[config.mk]
export PLATFORM = sky130hd
export DESIGN_NAME = mem_ctrl_flat
export DESIGN_NICKNAME = d
export VERILOG_FILES = /design/src/rtl/mem_ctrl_if.sv /design/src/rtl/mem_ctrl.sv /design/src/flat_wrapper.sv
export SDC_FILE = /design/constraint.sdc
export NUM_CORES = 1
export LEC_CHECK = 0
export BUFFER_PORTS_ARGS = -buffer_cell sky130_fd_sc_hd__buf_4
export CAP_MARGIN = 30
export CELL_PAD_IN_SITES_DETAIL_PLACEMENT = 0
export CELL_PAD_IN_SITES_GLOBAL_PLACEMENT = 1
export CORE_MARGIN = 4
export CORE_UTILIZATION = 30
export CTS_CLUSTER_SIZE = 25
export DETAILED_ROUTE_END_ITERATION = 16
export PLACE_DENSITY_LB_ADDON = 0.1
export SETUP_SLACK_MARGIN = 0.15
export SLEW_MARGIN = 25
export SYNTH_ARGS = -nofsm -noshare
export SYNTH_HDL_FRONTEND = slang
export SYNTH_SLANG_ARGS = --single-unit
[constraint.sdc]
create_clock -name clk -period 2.1 [get_ports clk]
set_input_delay 0.63 -clock clk [delete_from_list [all_inputs] [get_ports clk]]
set_output_delay 0.63 -clock clk [all_outputs]
set_load 0.1 [all_outputs]
[src/rtl/mem_ctrl_if.sv]
// Request/response channels and byte-wide RAM/IO port of mem_ctrl.
// The core side drives requests and mem_din; mem_ctrl (slave) drives responses and the bus.
interface mem_ctrl_if;
   logic        rdy;
   logic        in_xbp;
   logic        in_rob_store_flag;
   logic [5:0]  in_rob_store_size;
   logic [31:0] in_rob_store_addr;
   logic [31:0] in_rob_store_data;
   logic        in_rob_io_read_flag;
   logic        out_rob_done;
   logic [31:0] out_rob_data;
   logic        in_lsb_flag;
   logic [5:0]  in_lsb_size;
   logic [31:0] in_lsb_addr;
   logic        out_lsb_done;
   logic [31:0] out_lsb_data;
   logic        in_fetch_flag;
   logic [31:0] in_fetch_addr;
   logic        out_fetch_done;
   logic [31:0] out_fetch_data;
   logic [7:0]  mem_din;
   logic [7:0]  mem_dout;
   logic [31:0] mem_a;
   logic        mem_wr;
   logic        io_buffer_full;

   modport slave (
      input  rdy, in_xbp,
      input  in_rob_store_flag, in_rob_store_size, in_rob_store_addr, in_rob_store_data,
      input  in_rob_io_read_flag,
      output out_rob_done, out_rob_data,
      input  in_lsb_flag, in_lsb_size, in_lsb_addr,
      output out_lsb_done, out_lsb_data,
      input  in_fetch_flag, in_fetch_addr,
      output out_fetch_done, out_fetch_data,
      input  mem_din, io_buffer_full,
      output mem_dout, mem_a, mem_wr
   );

   modport master (
      output rdy, in_xbp,
      output in_rob_store_flag, in_rob_store_size, in_rob_store_addr, in_rob_store_data,
      output in_rob_io_read_flag,
      input  out_rob_done, out_rob_data,
      output in_lsb_flag, in_lsb_size, in_lsb_addr,
      input  out_lsb_done, out_lsb_data,
      output in_fetch_flag, in_fetch_addr,
      input  out_fetch_done, out_fetch_data,
      output mem_din, io_buffer_full,
      input  mem_dout, mem_a, mem_wr
   );
endinterface

[src/rtl/mem_ctrl.sv]
// Memory controller: serializes ROB/LSB/fetch requests into byte accesses on the RAM/IO port.
// Define MEM_CTRL_IO_STALL_EN to hold IO-window write bytes while io_buffer_full is set.
module mem_ctrl #(
   parameter logic [31:0] IO_READ_ADDR = 32'h30000,
   parameter logic [31:0] IO_WIN_LO    = 32'h30000
) (
   input logic       clk,
   input logic       rst,
   mem_ctrl_if.slave bus
);

   typedef enum logic [1:0] {StIdle, StWrite, StRead, StDone} state_e;
   typedef enum logic [1:0] {SrcRob, SrcLsb, SrcFetch} src_e;

   state_e      state_q;
   src_e        src_q;
   logic        rob_pend_q, rob_store_q, lsb_pend_q, fetch_pend_q;
   logic [31:0] rob_addr_q, rob_data_q, lsb_addr_q, fetch_addr_q;
   logic [2:0]  rob_len_q, lsb_len_q;
   logic [2:0]  len_q, cnt_q;
   logic [31:0] wdata_q, rdata_q, rdata_d;
   logic [31:0] mem_a_q;
   logic [7:0]  mem_dout_q;
   logic        mem_wr_q;
   logic        rob_done_q, lsb_done_q, fetch_done_q;
   logic [31:0] rob_rdata_q, lsb_rdata_q, fetch_rdata_q;
   logic        io_stall;

   function automatic logic [2:0] len_of(input logic [5:0] size);
      case (size)
         6'd1:    return 3'd1;
         6'd2:    return 3'd2;
         default: return 3'd4;
      endcase
   endfunction

`ifdef MEM_CTRL_IO_STALL_EN
   assign io_stall = (state_q == StWrite) && (mem_a_q >= IO_WIN_LO) && bus.io_buffer_full;
`else
   logic unused_io_full;
   assign unused_io_full = bus.io_buffer_full ^ (^IO_WIN_LO);
   assign io_stall       = 1'b0;
`endif

   // In READ, cnt_q = k >= 1 means mem_din carries byte k-1.
   always_comb begin
      rdata_d = rdata_q;
      case (cnt_q)
         3'd1:    rdata_d[7:0]   = bus.mem_din;
         3'd2:    rdata_d[15:8]  = bus.mem_din;
         3'd3:    rdata_d[23:16] = bus.mem_din;
         3'd4:    rdata_d[31:24] = bus.mem_din;
         default: ;
      endcase
   end

   always_ff @(posedge clk) begin
      if (rst) begin
         state_q       <= StIdle;
         src_q         <= SrcRob;
         rob_pend_q    <= 1'b0;
         rob_store_q   <= 1'b0;
         lsb_pend_q    <= 1'b0;
         fetch_pend_q  <= 1'b0;
         rob_addr_q    <= '0;
         rob_data_q    <= '0;
         lsb_addr_q    <= '0;
         fetch_addr_q  <= '0;
         rob_len_q     <= '0;
         lsb_len_q     <= '0;
         len_q         <= '0;
         cnt_q         <= '0;
         wdata_q       <= '0;
         rdata_q       <= '0;
         mem_a_q       <= '0;
         mem_dout_q    <= '0;
         mem_wr_q      <= 1'b0;
         rob_done_q    <= 1'b0;
         lsb_done_q    <= 1'b0;
         fetch_done_q  <= 1'b0;
         rob_rdata_q   <= '0;
         lsb_rdata_q   <= '0;
         fetch_rdata_q <= '0;
      end else if (bus.rdy) begin
         if (bus.in_rob_store_flag) begin
            rob_pend_q  <= 1'b1;
            rob_store_q <= 1'b1;
            rob_addr_q  <= bus.in_rob_store_addr;
            rob_data_q  <= bus.in_rob_store_data;
            rob_len_q   <= len_of(bus.in_rob_store_size);
         end else if (bus.in_rob_io_read_flag) begin
            rob_pend_q  <= 1'b1;
            rob_store_q <= 1'b0;
            rob_addr_q  <= IO_READ_ADDR;
            rob_len_q   <= 3'd1;
         end
         if (bus.in_xbp) begin
            lsb_pend_q <= 1'b0;
         end else if (bus.in_lsb_flag) begin
            lsb_pend_q <= 1'b1;
            lsb_addr_q <= bus.in_lsb_addr;
            lsb_len_q  <= len_of(bus.in_lsb_size);
         end
         if (bus.in_xbp) begin
            fetch_pend_q <= 1'b0;
         end else if (bus.in_fetch_flag) begin
            fetch_pend_q <= 1'b1;
            fetch_addr_q <= bus.in_fetch_addr;
         end
         rob_done_q   <= 1'b0;
         lsb_done_q   <= 1'b0;
         fetch_done_q <= 1'b0;

         unique case (state_q)
            StIdle: begin
               cnt_q   <= '0;
               rdata_q <= '0;
               if (rob_pend_q) begin
                  rob_pend_q <= 1'b0;
                  src_q      <= SrcRob;
                  len_q      <= rob_len_q;
                  mem_a_q    <= rob_addr_q;
                  if (rob_store_q) begin
                     state_q    <= StWrite;
                     mem_wr_q   <= 1'b1;
                     mem_dout_q <= rob_data_q[7:0];
                     wdata_q    <= {8'b0, rob_data_q[31:8]};
                  end else begin
                     state_q <= StRead;
                  end
               end else if (lsb_pend_q && !bus.in_xbp) begin
                  lsb_pend_q <= 1'b0;
                  src_q      <= SrcLsb;
                  len_q      <= lsb_len_q;
                  mem_a_q    <= lsb_addr_q;
                  state_q    <= StRead;
               end else if (fetch_pend_q && !bus.in_xbp) begin
                  fetch_pend_q <= 1'b0;
                  src_q        <= SrcFetch;
                  len_q        <= 3'd4;
                  mem_a_q      <= fetch_addr_q;
                  state_q      <= StRead;
               end
            end
            StWrite: begin
               if (!io_stall) begin
                  if (cnt_q == len_q - 3'd1) begin
                     state_q    <= StDone;
                     mem_wr_q   <= 1'b0;
                     rob_done_q <= 1'b1;
                  end else begin
                     cnt_q      <= cnt_q + 3'd1;
                     mem_a_q    <= mem_a_q + 32'd1;
                     mem_dout_q <= wdata_q[7:0];
                     wdata_q    <= {8'b0, wdata_q[31:8]};
                  end
               end
            end
            StRead: begin
               // Committed ROB reads are never flushed.
               if (bus.in_xbp && src_q != SrcRob) begin
                  state_q <= StIdle;
               end else if (cnt_q == len_q) begin
                  state_q <= StDone;
                  unique case (src_q)
                     SrcRob: begin
                        rob_done_q  <= 1'b1;
                        rob_rdata_q <= rdata_d;
                     end
                     SrcLsb: begin
                        lsb_done_q  <= 1'b1;
                        lsb_rdata_q <= rdata_d;
                     end
                     default: begin
                        fetch_done_q  <= 1'b1;
                        fetch_rdata_q <= rdata_d;
                     end
                  endcase
               end else begin
                  rdata_q <= rdata_d;
                  cnt_q   <= cnt_q + 3'd1;
                  if (cnt_q + 3'd1 != len_q) mem_a_q <= mem_a_q + 32'd1;
               end
            end
            StDone: state_q <= StIdle;
            default: state_q <= StIdle;
         endcase
      end
   end

   assign bus.mem_a          = mem_a_q;
   assign bus.mem_dout       = mem_dout_q;
   assign bus.mem_wr         = mem_wr_q & bus.rdy & ~io_stall;
   assign bus.out_rob_done   = rob_done_q & bus.rdy;
   assign bus.out_lsb_done   = lsb_done_q & bus.rdy;
   assign bus.out_fetch_done = fetch_done_q & bus.rdy;
   assign bus.out_rob_data   = rob_rdata_q;
   assign bus.out_lsb_data   = lsb_rdata_q;
   assign bus.out_fetch_data = fetch_rdata_q;

endmodule
[src/flat_wrapper.sv]
// flat-port wrapper written by rule: the top's interface ports become plain ports
module mem_ctrl_flat 
#(
   parameter logic [31:0] IO_READ_ADDR = 32'h30000,
   parameter logic [31:0] IO_WIN_LO    = 32'h30000
)
  (clk, rst, bus_rdy, bus_in_xbp, bus_in_rob_store_flag, bus_in_rob_store_size, bus_in_rob_store_addr, bus_in_rob_store_data, bus_in_rob_io_read_flag, bus_out_rob_done, bus_out_rob_data, bus_in_lsb_flag, bus_in_lsb_size, bus_in_lsb_addr, bus_out_lsb_done, bus_out_lsb_data, bus_in_fetch_flag, bus_in_fetch_addr, bus_out_fetch_done, bus_out_fetch_data, bus_mem_din, bus_io_buffer_full, bus_mem_dout, bus_mem_a, bus_mem_wr);
  mem_ctrl_if bus_i ();
  input logic clk;
  input logic rst;
  input wire logic [$bits(bus_i.rdy)-1:0] bus_rdy;
  input wire logic [$bits(bus_i.in_xbp)-1:0] bus_in_xbp;
  input wire logic [$bits(bus_i.in_rob_store_flag)-1:0] bus_in_rob_store_flag;
  input wire logic [$bits(bus_i.in_rob_store_size)-1:0] bus_in_rob_store_size;
  input wire logic [$bits(bus_i.in_rob_store_addr)-1:0] bus_in_rob_store_addr;
  input wire logic [$bits(bus_i.in_rob_store_data)-1:0] bus_in_rob_store_data;
  input wire logic [$bits(bus_i.in_rob_io_read_flag)-1:0] bus_in_rob_io_read_flag;
  output wire logic [$bits(bus_i.out_rob_done)-1:0] bus_out_rob_done;
  output wire logic [$bits(bus_i.out_rob_data)-1:0] bus_out_rob_data;
  input wire logic [$bits(bus_i.in_lsb_flag)-1:0] bus_in_lsb_flag;
  input wire logic [$bits(bus_i.in_lsb_size)-1:0] bus_in_lsb_size;
  input wire logic [$bits(bus_i.in_lsb_addr)-1:0] bus_in_lsb_addr;
  output wire logic [$bits(bus_i.out_lsb_done)-1:0] bus_out_lsb_done;
  output wire logic [$bits(bus_i.out_lsb_data)-1:0] bus_out_lsb_data;
  input wire logic [$bits(bus_i.in_fetch_flag)-1:0] bus_in_fetch_flag;
  input wire logic [$bits(bus_i.in_fetch_addr)-1:0] bus_in_fetch_addr;
  output wire logic [$bits(bus_i.out_fetch_done)-1:0] bus_out_fetch_done;
  output wire logic [$bits(bus_i.out_fetch_data)-1:0] bus_out_fetch_data;
  input wire logic [$bits(bus_i.mem_din)-1:0] bus_mem_din;
  input wire logic [$bits(bus_i.io_buffer_full)-1:0] bus_io_buffer_full;
  output wire logic [$bits(bus_i.mem_dout)-1:0] bus_mem_dout;
  output wire logic [$bits(bus_i.mem_a)-1:0] bus_mem_a;
  output wire logic [$bits(bus_i.mem_wr)-1:0] bus_mem_wr;
  assign bus_i.rdy = bus_rdy;
  assign bus_i.in_xbp = bus_in_xbp;
  assign bus_i.in_rob_store_flag = bus_in_rob_store_flag;
  assign bus_i.in_rob_store_size = bus_in_rob_store_size;
  assign bus_i.in_rob_store_addr = bus_in_rob_store_addr;
  assign bus_i.in_rob_store_data = bus_in_rob_store_data;
  assign bus_i.in_rob_io_read_flag = bus_in_rob_io_read_flag;
  assign bus_out_rob_done = bus_i.out_rob_done;
  assign bus_out_rob_data = bus_i.out_rob_data;
  assign bus_i.in_lsb_flag = bus_in_lsb_flag;
  assign bus_i.in_lsb_size = bus_in_lsb_size;
  assign bus_i.in_lsb_addr = bus_in_lsb_addr;
  assign bus_out_lsb_done = bus_i.out_lsb_done;
  assign bus_out_lsb_data = bus_i.out_lsb_data;
  assign bus_i.in_fetch_flag = bus_in_fetch_flag;
  assign bus_i.in_fetch_addr = bus_in_fetch_addr;
  assign bus_out_fetch_done = bus_i.out_fetch_done;
  assign bus_out_fetch_data = bus_i.out_fetch_data;
  assign bus_i.mem_din = bus_mem_din;
  assign bus_i.io_buffer_full = bus_io_buffer_full;
  assign bus_mem_dout = bus_i.mem_dout;
  assign bus_mem_a = bus_i.mem_a;
  assign bus_mem_wr = bus_i.mem_wr;
  mem_ctrl #(.IO_READ_ADDR(IO_READ_ADDR), .IO_WIN_LO(IO_WIN_LO)) u_core (.clk(clk), .rst(rst), .bus(bus_i));
endmodule
==> key figures <==
Cells and area
  – Final Instance Area: 21300 µm²
  – Area Growth Syn to Fin: 45.9%
  – Final net count: 2277
  – Share of cells above drive strength 1: 0.326
  – Non-Filler Instances: 2756
  – Filler cell count: 4757
  – Utilization after layout: 0.445

Synthesis
  – Top cells by area, synth: dfxtp_1 47%, nand2_1 7.3%, a211oi_1 7.0%
  – Avg Cell Area, Syn: ~8.3 µm²
  – Synth cell types: 63
  – Commonest cells in the netlist: 344 x dfxtp_1, 286 x nand2_1, 220 x nor2_1, 148 x a21oi_1, 137 x a211oi_1
  – Synth top area share: 0.471
  – Largest area contributor in the synthesized netlist: dfxtp_1
  – Mapped Nets: 1919
  – Fraction of registers with async set/reset: 0
  – Warnings from Yosys: 0
  – Post-synthesis sequential area ratio: 0.471
  – Cell with the most instances after synthesis: dfxtp_1
  – EDFF count, synth: 0
  – Post-Synthesis Cell Area: between 10000 and 15000 µm²
  – Mapped Cells: 1751
  – Flops & latches, synth: approximately 340
  – Top FF cell, synth: dfxtp_1

Worst hold path
  – Worst hold start: bus_in_fetch_addr[31]
  – Hold WC Path Type: input port to flip-flop
  – WHS Endpoint: u_core.fetch_addr_q[31]
  – WHS Path Cells: 3

Critical path
  – R2R depth: 9
  – CP max FO: 6
  – Critical path class: flip-flop to flip-flop
  – Worst Setup Start Kind: flip-flop
  – Reg2Reg Setup Slack: 0.10 ns
  – WP data arrival: 2.46 ns
  – CP Capture Type: flip-flop
  – Worst flop-to-flop path endpoint: u_core.bus.mem_a[16]
  – WP data required: 2.56 ns
  – R2r startpoint: u_core.cnt_q[0]

Route
  – Pre-Repair DR Iteration Count: 5
  – Via count: 14178
  – DR WL/cell: 19.8 µm
  – ANT nets after route: 0
  – Post-Route WL: approximately 55 mm
  – Vias per cell: 5.14
  – Initial DRC Count: 738
  – DRC: 0

Clock network
  – H-tree depth: 2
  – CTS sink count: around 340
  – Worst-path clk slew: about 0.060 ns
  – Cts bufs inserted: 41
  – Worst-case clock buffer depth: 3
  – CTS tree: done
  – Root Driver: clkbuf_16
  – Clk Latency, worst-skew pair: 0.57 ns

STA
  – Final Cycle Share: 0.951
  – Min cycle time layout: 2.00 ns
  – WHS: 0.313 ns
  – Relative slew margins: 0.409
  – Final Hold Fails: 0
  – Fin. max-slew vios: 0
  – Slew at the pin closest to its max-slew limit: a little under 0.9 ns
  – Unrepaired setup endpoints after global routing: true
  – Worst setup margin: 0.103 ns
  – Clk_skew: ~0.015 ns
  – Setup Viol. Count Final: 0
  – Max Freq: 501 MHz

Placed design
  – HPWL Detailed: 35.5 mm
  – Routability cong.: 0.812
  – IO buf count: 295
  – Area after DPL: 18400 µm²
  – Post-placement setup slack: -0.125 ns
  – Cells after DPL: 2636

Die
  – Die area: 52300 µm²
  – Core area: 47900 µm²
  – Die H: about 230 µm
  – FP Rows: 80
  – Initial Util: 0.305
  – IO Pins: 297
  – Die X: around 230 µm

GRT
  – Largest net degree at the start of global routing: 163
  – Total GRT Usage: 0.193
  – Global route overflow: 0
  – Initial antenna violation count: 1
  – First-pass GRT wire length: 81.8 mm
  – Vias in the first global route: 13781

Flow run
  – Number of max-cap violations: 0

Run status
  – Status: complete, no violations

Power
  – VDD IR max: 0.000455 V
  – Leak: 8.02 nW
  – P per Cell Area: about 910 nW/µm²
critical path, stage by stage (launching register included):
cell and delay (ns):
dfxtp_4 0.37, ha_2 0.20, ha_4 0.28, xor2_1 0.15
nand4_1 0.19, nand3_2 0.17, buf_6 0.15, nor2_1 0.07
buf_4 0.14, a211oi_1 0.18
stage by stage:
stage / total power, mW / setup TNS [ns]
2_1_floorplan: 9.82 / 0
3_3_place_gp: 11.3 / -3.75
3_5_place_dp: 11.3 / -4.81
4_1_cts: 19.5 / 0
5_1_grt: 20.3 / 0
6_report: 19.5 / 0
power breakdown:
group	leakage (nW)	switching [mW]	total (mW)	internal [mW]
Combinational	4.48	2.98	4.67	1.69
Sequential	2.81	0.250	7.07	6.82
Clock	0.727	2.92	7.74	4.82
Total	8.02	6.15	19.5	13.3
placed cells by master (no fill, tap or decap), types with 5 or more instances in the layout:
cell / netlist / layout
nor4_2: 2 / 5
nand3_1: 20 / 19
buf_4: 3 / 380
o31ai_1: 13 / 11
a211oi_1: 137 / 84
o21ai_0: 30 / 29
clkbuf_8: 0 / 9
inv_1: 51 / 48
and3_1: 9 / 8
nor2b_1: 8 / 6
ha_4: 0 / 5
a31oi_1: 14 / 14
buf_6: 1 / 29
dfxtp_2: 0 / 13
bufinv_16: 0 / 5
o32ai_2: 2 / 7
o32ai_1: 43 / 38
mux2i_1: 63 / 63
clkbuf_16: 0 / 54
nor4_1: 16 / 10
nor2_1: 220 / 219
nand2b_1: 13 / 10
buf_8: 0 / 9
buf_12: 0 / 28
a22oi_1: 39 / 39
a21oi_1: 148 / 147
and2_4: 0 / 5
nand4_1: 18 / 18
clkinv_2: 0 / 5
nand2_1: 286 / 282
buf_16: 0 / 7
dfxtp_4: 0 / 23
o211ai_1: 16 / 16
clkbuf_1: 115 / 7
nor3_1: 12 / 11
dfxtp_1: 344 / 308
a311oi_1: 14 / 12
a211oi_2: 0 / 53
sequential cells by signal, indices dropped and copies added, names as in the netlist, 2 cells and up:
register,count
u_core.bus.mem_a,32
u_core.bus.mem_dout,8
u_core.bus.out_fetch_data,32
u_core.bus.out_lsb_data,32
u_core.bus.out_rob_data,32
u_core.cnt_q,3
u_core.fetch_addr_q,32
u_core.len_q,3
u_core.lsb_addr_q,32
u_core.lsb_len_q,3
u_core.rdata_q,32
u_core.rob_addr_q,32
u_core.rob_data_q,32
u_core.rob_len_q,3
u_core.src_q,2
u_core.state_q,2
u_core.wdata_q,24
per-layer routing:
layer,global-route usage,vias up,share of wire
met3,0.0434,69,0.056
met1,0.258,6806,0.46
li1,-,6948,-
met5,0,-,0
met4,0.0524,0,0.020
met2,0.315,355,0.47
area by class of cell:
| cell class | instances | area [µm²] | share of cell area |
|---|---|---|---|
| Antenna cell | 1 | 2.50 | 0.000117 |
| Clock buffer | 61 | 1280 | 0.0598 |
| Clock inverter | 13 | 200 | 0.00939 |
| Inverter | 52 | 198 | 0.00927 |
| Multi-Input combinational cell | 1207 | 7600 | 0.356 |
| Sequential cell | 344 | 6990 | 0.328 |
| Tap cell | 615 | 769 | 0.0361 |
| Timing Repair Buffer | 463 | 4300 | 0.201 |
timing repair:
item	4_1_cts	5_1_grt
setup endpoints to repair	208	199
pin swaps	13	36
setup buffers	15	12
resized for setup	93	86
hold buffers	0	0
cloned	7	11
cell families after synthesis:
kind of cell	Yosys count	synth area share
and+or+nand+nor	635	0.187
xor gates and xnor gates	9	0.00633
buffers and inverters	200	0.0548
DFF	344	0.471
muxes	64	0.0439
adders and majority gates	11	0.00942
AOI/OAI and AO/OA	488	0.227
how the worst max path moves through the flow:
stage | from | to | slack [ns]
after floorplan | u_core.bus.mem_a[1] | u_core.bus.mem_a[28] | 0.02
after global placement | bus_in_xbp | u_core.bus.mem_a[25] | -0.13
after detailed placement | bus_in_xbp | u_core.bus.mem_a[25] | -0.13
after CTS | u_core.len_q[1] | u_core.bus.mem_a[0] | 0.10
after global routing | u_core.cnt_q[1] | u_core.bus.out_lsb_data[6] | 0.04
final | u_core.cnt_q[0] | u_core.bus.mem_a[16] | 0.10
(Power assumes the default switching activity.)
